==> src/rtl/mfrc522_pkg.sv <==
// ============================================================================
//  Module      : mfrc522_pkg
//  Description : Shared constants, state encoding and address-byte helpers
//                for the MFRC522 SPI register-interface responder.
//  Revision    : 1.0  initial release
// ============================================================================
`default_nettype none

package mfrc522_pkg;

    // Register addresses with non-zero reset values or special handling
    localparam logic [5:0] RESERVED_REG = 6'h00;
    localparam logic [5:0] COMMAND      = 6'h01;
    localparam logic [5:0] COMIEN       = 6'h02;
    localparam logic [5:0] MODE         = 6'h11;
    localparam logic [5:0] TXCONTROL    = 6'h14;
    localparam logic [5:0] VERSION_REG  = 6'h37;

    // Reset values of those registers
    localparam logic [7:0] COMMAND_RST   = 8'h20;
    localparam logic [7:0] COMIEN_RST    = 8'h80;
    localparam logic [7:0] MODE_RST      = 8'h3F;
    localparam logic [7:0] TXCONTROL_RST = 8'h80;
    localparam logic [7:0] VERSION_DEF   = 8'h92;

    typedef enum logic [1:0] {
        IDLE    = 2'd0,
        ADDR    = 2'd1,
        DATA_RD = 2'd2,
        DATA_WR = 2'd3
    } state_t;

    // Address byte bit7: 1 = read, 0 = write
    function automatic logic addr_is_read(input logic [7:0] b);
        return b[7];
    endfunction

    // Address byte bits 6:1 carry the register address; bit0 is ignored
    function automatic logic [5:0] addr_field(input logic [7:0] b);
        return b[6:1];
    endfunction

    // Reserved and version registers never accept writes
    function automatic logic addr_writable(input logic [5:0] a);
        return (a != RESERVED_REG) && (a != VERSION_REG);
    endfunction

    // Power-on content of each register
    function automatic logic [7:0] reset_value(input logic [5:0] a, input logic [7:0] version);
        logic [7:0] v;
        v = 8'h00;
        case (a)
            COMMAND:     v = COMMAND_RST;
            COMIEN:      v = COMIEN_RST;
            MODE:        v = MODE_RST;
            TXCONTROL:   v = TXCONTROL_RST;
            VERSION_REG: v = version;
            default:     v = 8'h00;
        endcase
        return v;
    endfunction

endpackage

`default_nettype wire

==> src/rtl/mfrc522_spi_responder_if.sv <==
// ============================================================================
//  Module      : mfrc522_spi_responder_if
//  Description : SPI pins plus fabric-side write strobe and status of the
//                MFRC522 responder. master = initiator/fabric view,
//                slave = responder view.
//  Revision    : 1.0  initial release
// ============================================================================
`default_nettype none

interface mfrc522_spi_responder_if;
    logic       spi_sclk;
    logic       spi_cs_n;
    logic       spi_mosi;
    logic       spi_miso;
    logic       spi_miso_oe;
    logic       wr_valid;
    logic [5:0] wr_addr;
    logic [7:0] wr_data;
    logic       busy;
    logic [7:0] xfer_count;

    modport master (
        output spi_sclk, spi_cs_n, spi_mosi,
        input  spi_miso, spi_miso_oe, wr_valid, wr_addr, wr_data, busy, xfer_count
    );

    modport slave (
        input  spi_sclk, spi_cs_n, spi_mosi,
        output spi_miso, spi_miso_oe, wr_valid, wr_addr, wr_data, busy, xfer_count
    );
endinterface

`default_nettype wire

==> src/rtl/spi_sync_edge.sv <==
// ============================================================================
//  Module      : spi_sync_edge
//  Description : Two-flop synchronizer for an asynchronous SPI pin with a
//                delay stage giving single-cycle rise/fall pulses.
//  Revision    : 1.0  initial release
// ============================================================================
`default_nettype none

module spi_sync_edge (
    input  wire logic clk,
    input  wire logic rst,
    input  wire logic din,
    output logic      level,
    output logic      rise,
    output logic      fall
);

    logic meta;
    logic sync;
    logic prev;

    // Resetting to 0 means a CS held low through reset produces no fall
    // edge, so the responder waits for CS to go high before the next frame.
    always_ff @(posedge clk) begin
        if (rst) begin
            meta <= 1'b0;
            sync <= 1'b0;
            prev <= 1'b0;
        end else begin
            meta <= din;
            sync <= meta;
            prev <= sync;
        end
    end

    assign level = sync;
    assign rise  = sync & ~prev;
    assign fall  = ~sync & prev;

endmodule

`default_nettype wire

==> src/rtl/mfrc522_spi_responder.sv <==
// ============================================================================
//  Module      : mfrc522_spi_responder
//  Description : SPI mode-0 target emulating the MFRC522 register interface:
//                64x8 register file, address-byte protocol, multi-read,
//                write strobe to fabric and transaction counter.
//  Revision    : 1.0  initial release
// ============================================================================
`default_nettype none

module mfrc522_spi_responder
    import mfrc522_pkg::*;
#(
    parameter logic [7:0] VERSION = 8'h92,
    parameter int         CLK_HZ  = 25_000_000
) (
    input  wire logic              clk_25mhz,
    input  wire logic              rst,
    mfrc522_spi_responder_if.slave bus
);

    // CLK_HZ only documents the oversampling ratio (SCLK <= CLK_HZ/8)
    if (CLK_HZ <= 0) begin : g_clk_hz_invalid
        $error("CLK_HZ must be positive");
    end

    logic sclk_level_unused;
    logic sclk_rise;
    logic sclk_fall;
    logic cs_level_unused;
    logic cs_rise;
    logic cs_fall;
    logic mosi_level;
    logic mosi_rise_unused;
    logic mosi_fall_unused;

    spi_sync_edge u_sync_sclk (
        .clk   (clk_25mhz),
        .rst   (rst),
        .din   (bus.spi_sclk),
        .level (sclk_level_unused),
        .rise  (sclk_rise),
        .fall  (sclk_fall)
    );

    spi_sync_edge u_sync_cs (
        .clk   (clk_25mhz),
        .rst   (rst),
        .din   (bus.spi_cs_n),
        .level (cs_level_unused),
        .rise  (cs_rise),
        .fall  (cs_fall)
    );

    spi_sync_edge u_sync_mosi (
        .clk   (clk_25mhz),
        .rst   (rst),
        .din   (bus.spi_mosi),
        .level (mosi_level),
        .rise  (mosi_rise_unused),
        .fall  (mosi_fall_unused)
    );

    state_t      state;
    state_t      state_next;
    logic [7:0]  regfile [64];
    logic [2:0]  bit_cnt;
    logic [6:0]  rx_shift;
    logic [7:0]  tx_shift;
    logic [7:0]  prefetch;
    logic [5:0]  addr;
    logic        addr_done;
    logic        miso_oe;
    logic        wr_valid;
    logic [5:0]  wr_addr;
    logic [7:0]  wr_data;
    logic [7:0]  xfer_count;

    logic [7:0]  rx_byte;
    logic        byte_done;

    // Read view of the register file with the fixed-value addresses
    function automatic logic [7:0] reg_read(input logic [5:0] a);
        logic [7:0] v;
        if (a == VERSION_REG) begin
            v = VERSION;
        end else if (a == RESERVED_REG) begin
            v = 8'h00;
        end else begin
            v = regfile[a];
        end
        return v;
    endfunction

    assign rx_byte   = {rx_shift, mosi_level};
    assign byte_done = sclk_rise && (bit_cnt == 3'd7) && !cs_rise;

    // State register
    always_ff @(posedge clk_25mhz) begin
        if (rst) begin
            state <= IDLE;
        end else begin
            state <= state_next;
        end
    end

    // Next-state logic; CS rise dominates any coincident SCLK edge
    always_comb begin
        state_next = state;
        case (state)
            IDLE: begin
                if (cs_fall) begin
                    state_next = ADDR;
                end
            end
            ADDR: begin
                if (cs_rise) begin
                    state_next = IDLE;
                end else if (byte_done) begin
                    state_next = addr_is_read(rx_byte) ? DATA_RD : DATA_WR;
                end
            end
            DATA_RD, DATA_WR: begin
                if (cs_rise) begin
                    state_next = IDLE;
                end
            end
            default: state_next = IDLE;
        endcase
    end

    // Shift registers, register file, write strobe and transaction counter
    always_ff @(posedge clk_25mhz) begin
        if (rst) begin
            for (int i = 0; i < 64; i++) begin
                regfile[i] <= reset_value(6'(i), VERSION);
            end
            bit_cnt    <= 3'd0;
            rx_shift   <= 7'd0;
            tx_shift   <= 8'h00;
            prefetch   <= 8'h00;
            addr       <= 6'd0;
            addr_done  <= 1'b0;
            miso_oe    <= 1'b0;
            wr_valid   <= 1'b0;
            wr_addr    <= 6'd0;
            wr_data    <= 8'h00;
            xfer_count <= 8'h00;
        end else begin
            wr_valid <= 1'b0;
            if (state == IDLE) begin
                if (cs_fall) begin
                    bit_cnt   <= 3'd0;
                    tx_shift  <= 8'h00;
                    prefetch  <= 8'h00;
                    addr_done <= 1'b0;
                    miso_oe   <= 1'b1;
                end
            end else if (cs_rise) begin
                // Any partial byte is simply dropped here
                miso_oe  <= 1'b0;
                tx_shift <= 8'h00;
                bit_cnt  <= 3'd0;
                if (addr_done) begin
                    xfer_count <= xfer_count + 8'd1;
                end
            end else begin
                if (sclk_rise) begin
                    rx_shift <= rx_byte[6:0];
                    bit_cnt  <= bit_cnt + 3'd1;
                    if (bit_cnt == 3'd7) begin
                        case (state)
                            ADDR: begin
                                addr      <= addr_field(rx_byte);
                                addr_done <= 1'b1;
                                prefetch  <= addr_is_read(rx_byte) ?
                                             reg_read(addr_field(rx_byte)) : 8'h00;
                            end
                            DATA_RD: begin
                                // Each MOSI byte names the next register to stream out
                                addr     <= addr_field(rx_byte);
                                prefetch <= reg_read(addr_field(rx_byte));
                            end
                            DATA_WR: begin
                                if (addr_writable(addr)) begin
                                    regfile[addr] <= rx_byte;
                                    wr_valid      <= 1'b1;
                                    wr_addr       <= addr;
                                    wr_data       <= rx_byte;
                                end
                            end
                            default: ;
                        endcase
                    end
                end
                if (sclk_fall) begin
                    // bit_cnt == 0 on a fall means the 8th fall of a byte
                    tx_shift <= (bit_cnt == 3'd0) ? prefetch : {tx_shift[6:0], 1'b0};
                end
            end
        end
    end

    assign bus.spi_miso    = tx_shift[7];
    assign bus.spi_miso_oe = miso_oe;
    assign bus.wr_valid    = wr_valid;
    assign bus.wr_addr     = wr_addr;
    assign bus.wr_data     = wr_data;
    assign bus.busy        = (state != IDLE);
    assign bus.xfer_count  = xfer_count;

endmodule

`default_nettype wire

==> src/flat_wrapper.sv <==
// flat-port wrapper written by rule: the top's interface ports become plain ports
module mfrc522_spi_responder_flat import mfrc522_pkg::*;
#(
    parameter logic [7:0] VERSION = 8'h92,
    parameter int         CLK_HZ  = 25_000_000
)
  (clk_25mhz, rst, bus_spi_sclk, bus_spi_cs_n, bus_spi_mosi, bus_spi_miso, bus_spi_miso_oe, bus_wr_valid, bus_wr_addr, bus_wr_data, bus_busy, bus_xfer_count);
  mfrc522_spi_responder_if bus_i ();
  input  wire logic clk_25mhz;
  input  wire logic rst;
  input wire logic [$bits(bus_i.spi_sclk)-1:0] bus_spi_sclk;
  input wire logic [$bits(bus_i.spi_cs_n)-1:0] bus_spi_cs_n;
  input wire logic [$bits(bus_i.spi_mosi)-1:0] bus_spi_mosi;
  output wire logic [$bits(bus_i.spi_miso)-1:0] bus_spi_miso;
  output wire logic [$bits(bus_i.spi_miso_oe)-1:0] bus_spi_miso_oe;
  output wire logic [$bits(bus_i.wr_valid)-1:0] bus_wr_valid;
  output wire logic [$bits(bus_i.wr_addr)-1:0] bus_wr_addr;
  output wire logic [$bits(bus_i.wr_data)-1:0] bus_wr_data;
  output wire logic [$bits(bus_i.busy)-1:0] bus_busy;
  output wire logic [$bits(bus_i.xfer_count)-1:0] bus_xfer_count;
  assign bus_i.spi_sclk = bus_spi_sclk;
  assign bus_i.spi_cs_n = bus_spi_cs_n;
  assign bus_i.spi_mosi = bus_spi_mosi;
  assign bus_spi_miso = bus_i.spi_miso;
  assign bus_spi_miso_oe = bus_i.spi_miso_oe;
  assign bus_wr_valid = bus_i.wr_valid;
  assign bus_wr_addr = bus_i.wr_addr;
  assign bus_wr_data = bus_i.wr_data;
  assign bus_busy = bus_i.busy;
  assign bus_xfer_count = bus_i.xfer_count;
  mfrc522_spi_responder #(.VERSION(VERSION), .CLK_HZ(CLK_HZ)) u_core (.clk_25mhz(clk_25mhz), .rst(rst), .bus(bus_i));
endmodule
==> config.mk <==
export PLATFORM = sky130hd
export DESIGN_NAME = mfrc522_spi_responder_flat
export DESIGN_NICKNAME = d
export VERILOG_FILES = /design/src/rtl/mfrc522_pkg.sv /design/src/rtl/mfrc522_spi_responder_if.sv /design/src/rtl/spi_sync_edge.sv /design/src/rtl/mfrc522_spi_responder.sv /design/src/flat_wrapper.sv
export SDC_FILE = /design/constraint.sdc
export NUM_CORES = 1
export LEC_CHECK = 0
export BUFFER_PORTS_ARGS = -buffer_cell sky130_fd_sc_hd__buf_2
export CORE_ASPECT_RATIO = 0.6
export CORE_MARGIN = 1.5
export CORE_UTILIZATION = 45
export CTS_BUF_LIST = sky130_fd_sc_hd__clkbuf_8 sky130_fd_sc_hd__clkbuf_16
export CTS_CLUSTER_DIAMETER = 40
export CTS_CLUSTER_SIZE = 40
export DETAILED_ROUTE_END_ITERATION = 16
export HOLD_SLACK_MARGIN = 0.06
export SYNTH_ARGS = -nofsm -noshare
export SYNTH_HDL_FRONTEND = slang
export SYNTH_SLANG_ARGS = --single-unit
==> constraint.sdc <==
create_clock -name clk_25mhz -period 6.55 [get_ports clk_25mhz]
set_input_delay 0.655 -clock clk_25mhz [delete_from_list [all_inputs] [get_ports clk_25mhz]]
set_output_delay 0.655 -clock clk_25mhz [all_outputs]
set_load 0.05 [all_outputs]
[Yosys cells after proc, flatten, opt, wreduce, memory -nomap -nowiden]
Memories as Yosys holds them, arrays and structs flattened. A register that Yosys moved wholly into a read port is not among the register bits.
Cells that the tools add are included.
Word-level totals
  ROM bits: 0
  RAM bits: 512
  latch bits: 0
  word-level logic and storage cells: 124
  bits in registers: 67
  input port bits: 5
  output and inout port bits: 26
  memories kept: 1
Memory list
  u_core.regfile: depth 64, bits a word 8, rd ports 1, clocked after memory_dff 1, wr ports 64, RTL line mfrc522_spi_responder.sv:65  | logic [7:0] regfile [64];
Cells by class
  mux-type cells: 52
  eq/ne operators: 10
  reductions and logical operators: 29
  div/mod/pow operators: 0
  bitwise logic cells: 10
  magnitude comparators: 0
  $add $sub $neg: 2
  shifts and indexed selects: 0
  $mul: 0
Operators by type and width (count)
  8-bit 2-to-1 mux: 18
  1-bit 2-to-1 mux: 21
  6-bit 2-to-1 mux: 3
  8-bit case mux with 2 select lines: 1
  5-bit AND reduction: 3
  3-bit 2-to-1 mux: 4
  2-bit nonzero test: 5
  3-bit AND reduction: 3
  3-bit nonzero test: 3
  8-bit by 1-bit adder with 8-bit output, second input constant: 1
  2-bit 2-to-1 mux: 4
  8-bit OR reduction: 1
  6-bit == test, second input constant: 1
  6-bit logical NOT: 1
  6-bit != test, second input constant: 1
  1-bit NOT: 6
  2-bit case mux with 3 select lines: 1
  2-bit AND reduction: 3
  6-bit AND reduction: 1
  6-bit nonzero test: 1
  1-bit AND: 4
  2-bit == test, second input constant: 2
  2-bit by 1-bit != test with 1-bit output, second input constant: 2
  2-bit OR reduction: 2
  other kinds (9): 11

[Logic depth before layout (Yosys ltp)]
  depth in word-level cells: 12
  mapped depth: 11
  depth with buffers taken out: 7

[Hierarchy]
From an unflattened synthesis, not the netlist that was laid out.
Second synthesis, totals
  cell total of the unflattened synthesis: 1864
  area total of the unflattened synthesis: 26568.0 um^2
By module, submodules not included
  mfrc522_spi_responder: times used 1, cells an instance 1840, sequential area each 16676.0 um^2, area each 26294.0 um^2
  spi_sync_edge: times used 3, cells an instance 8, sequential area each 60.1 um^2, area each 91.3 um^2

[Worst setup path after synthesis]
No wires, ideal clock.
  path type: flip-flop to flip-flop
  start: register (tool-made name)
  end: register u_core.prefetch[2]
  arrival time: 2.228 ns
  required time: 6.426 ns
  setup slack: 4.198 ns
  buffers on the path: 3
  cell stages (with the launch flop): 9
  setup time: 0.124 ns
  clock period less this slack: 2.352 ns
  cells stage by stage: dfxtp_1 -> buf_2 -> buf_4 -> clkbuf_1 -> mux4_2 -> mux4_2 -> mux2i_1 -> nor3_1 -> a2111o_1
RTL lines
  end signal: assignment: RTL line mfrc522_spi_responder.sv:175  | prefetch <= addr_is_read(rx_byte) ?
  end signal: assignment: RTL line mfrc522_spi_responder.sv:181  | prefetch <= reg_read(addr_field(rx_byte));
  end: declaration: RTL line mfrc522_spi_responder.sv:69  | logic [7:0] prefetch;

==> results.md <==
* Sequential Power Share at 0.564
* Unrepaired setup endpoints after global routing: no
* Crit end category: register
* Initial antenna violation count at 3
* Adder-cell area share of the yosys netlist at 0.00424
* Final setup violation count at 0
* Num rows at 68
* Switching Fraction at 0.234
* Layout Skew at 0.0184 ns
* Clock Sinks at between 500 and 600
* Post-synthesis compound-gate area fraction at 0.0203
* First-pass detailed-route iteration total at 5
* Async SR Flop Fraction at 0
* Post-Synth Simple-Gate Area at 0.174
* Maximum clock frequency at 264 MHz
* Area grow syn2layout at 8.93%
* Die Y at 191 um
* Crit path launch type: register
* Clock buffer depth at 3
* HPWL after DPL at between 40 and 50 mm
* Setup TNS at 0 ns
* Num CTS Buffers at 47
* Routed vias/inst at a little over 6
* Post-synthesis mux area share at 0.138
* Post-Synth XOR/XNOR Area at 0.00264
* DR WL/cell at roughly 28 um
* WL final at 73.2 mm
* Pwr/cell area at between 200 and 300 nW/um^2
* Pleak at ~9.4 nW
* Clk_lat worst skew at about 0.6 ns
* P_int at just under 6 mW
* Final Max Slew Viols at 0
* # port buffers at 30
* Main combinational cell family by area after synthesis: simple AND/OR/NAND/NOR gates
* Arrival time worst endpoint at between 4 and 5 ns
* Post-route design area at between 20000 and 30000 um^2
* Final hold viol count at 0
* Worst hold path type: primary input to register
* Hold_buf cts at 0
* Ratio of final minimum period to clock period at 0.578
* Cells after synthesis at approximately 1900
* Seq/Total Area, Yosys at 0.633
* # diodes at 0
* Largest net degree at the start of global routing at 80
* Netlist cell types at 57
* Warnings, synthesis at 0
* Postcts setup bufs at 0
* Vias at roughly 16000
* Grt ovf at 0
* Crit path max fanout at 24
* Seq cells post-synth at 585
* Sw power at around 1.8 mW
* Maximum VDD drop at 0.240 mV
* Slew headroom at 0.252
* Layout cells sized above 1 at 0.200
* Root buf cell: clkbuf_16
* Post_cts resized at 0
* Ys flop type: edfxtp_1
* CTS tree: built
* Initial DRC Count at about 1900
* Post-synth EDFFs at a little over 500
* IO Pins at 31
* CP required at between 6 and 7 ns
* Clock slew seen by the registers of the worst setup and hold paths at about 0.08 ns
* Final net count at 1840
* Global-route wire length before repair at between 100 and 150 mm
* Clk pwr share at 0.396
* Combinational share of power at 0.040
* Vias in the first global route at between 15000 and 20000
* Post-synthesis cell area at 26600 um^2
* Syn avg cell area at between 10 and 15 um^2
* H-tree depth at 2
* Slew @ Worst Pin at ~1.1 ns
* Die X at around 320 um
* Critical path class: register to register
* Area post-placement at 27300 um^2
* Max-cap violation count at 0
* Gp weighted congestion at approximately 0.9
* Total GRT Usage at 0.248
* Post-DRT Antenna Nets at 0
* Initial core utilization at 0.459
* Crit path time final at ~3.8 ns
* Die Footprint at roughly 61000 um^2
* # DRC at 0
* Outcome: complete, no violations
* CORE AREA at around 58000 um^2
## final timing paths
path	from	end	slack (ns)	cells past startpoint
max	u_core.state[0]$_SDFFE_PP0P_	u_core.regfile[60][6]$_SDFFCE_PN0P_	2.76	6
min	bus_spi_mosi	u_core.u_sync_mosi.meta$_SDFF_PP0_	0.28	2
max reg2reg	u_core.state[0]$_SDFFE_PP0P_	u_core.regfile[60][6]$_SDFFCE_PN0P_	2.76	6
min reg2reg	u_core.u_sync_mosi.meta$_SDFF_PP0_	u_core.u_sync_mosi.level$_SDFF_PP0_	0.44	1
## cells in the final DEF, fill, tap and decap left out, types with 19 or more instances in the layout
master	count
or2_2	64
mux4_2	140
buf_4	30
clkbuf_16	50
a21oi_1	22
mux2i_1	48
buf_2	29
and2_1	367
nor2b_1	19
edfxtp_1	512
nor2_1	125
dfxtp_1	63
nor3_1	134
nand2_1	39
## sequential cells by signal, indices dropped and copies added (netlist names), 2 cells and up, named ones only
register,cells
u_core.bus.xfer_count,8
u_core.tx_shift,8
u_core.rx_shift,7
u_core.addr,6
u_core.state,2
u_core.bit_cnt,3
u_core.regfile,512
u_core.bus.wr_addr,6
u_core.prefetch,8
u_core.bus.wr_data,8
## stage by stage
step | total power, mW | worst slack, ns | cells | hold slack, ns | utilization
finish | 7.58 | 2.76 | 2634 | 0.280 | 0.500
global route | 7.78 | 2.51 | 2634 | 0.287 | 0.500
CTS | 7.61 | 2.90 | 2634 | 0.253 | 0.500
detailed placement | 4.65 | 2.90 | 2547 | 0.422 | 0.472
global placement | 4.65 | 3.03 | 2547 | 0.421 | 0.472
floorplan | 4.52 | 4.20 | 1879 | 0.414 | -
## routing by layer
| metal | global-route usage | vias to the layer above | wire [um] |
|---|---|---|---|
| met4 | 0.0363 | 0 | 834 |
| met2 | 0.324 | 786 | 29100 |
| met3 | 0.0823 | 66 | 9010 |
| li1 | - | 6798 | - |
| met1 | 0.399 | 8266 | 34300 |
| met5 | 0 | - | 0 |
## critical path, cell delays in order (launching register included)
cell and delay (ns):
dfxtp_1 0.41, inv_1 0.10, ha_1 0.39, nor3_2 0.63, nand3_1 0.94, nor2_1 0.64, or2_2 0.35
## power by group through the flow
| stage | registers (mW) | clock network [mW] | logic [mW] |
|---|---|---|---|
| floorplan | 4.31 | 0 | 0.201 |
| global placement | 4.36 | 0 | 0.292 |
| detailed placement | 4.36 | 0 | 0.296 |
| CTS | 4.27 | 3.03 | 0.298 |
| global route | 4.29 | 3.17 | 0.320 |
| finish | 4.28 | 3.00 | 0.301 |
## cell type report
| cell class | count | area (um^2) |
|---|---|---|
| flip-flops and latches | 585 | 16900 |
| repair buffers | 61 | 410 |
| multi-input cells | 1122 | 9080 |
| inverters | 9 | 33.8 |
| clock buffers | 51 | 1260 |
| fillers | 4870 | 29000 |
| clock inverters | 36 | 344 |
| well taps | 770 | 963 |
## synthesized netlist by cell type, types with 5 or more instances
master,count,share of area
nand3b_1,7,0.0020
buf_6,5,0.0021
or3_1,11,0.0026
ha_1,9,0.0042
nand4_1,6,0.0014
a2111oi_0,11,0.0036
nand2_1,39,0.0055
edfxtp_1,512,0.58
clkbuf_1,119,0.017
a21oi_1,22,0.0041
a211oi_1,6,0.0017
or2_2,64,0.015
nand2b_1,9,0.0021
a22oi_1,7,0.0020
and2_1,367,0.086
buf_2,22,0.0041
nor2_1,125,0.018
dfxtp_1,73,0.055
buf_4,5,0.0014
inv_1,7,0.00099
a2111o_1,5,0.0021
mux2i_1,48,0.018
mux4_2,140,0.12
buf_1,12,0.0017
nor2b_1,19,0.0045
or4_1,7,0.0020
nor3_1,134,0.025
xor2_1,5,0.0016
nand3_1,15,0.0028
## kinds of logic after synthesis
group	count (synthesis)
muxes	191
xor gates and xnor gates	8
DFF	585
and+or+nand+nor	823
adders and majority gates	9
buffers and inverters	172
AOI/OAI and AO/OA	75
other	2
Power figures use the tool's default switching activity.
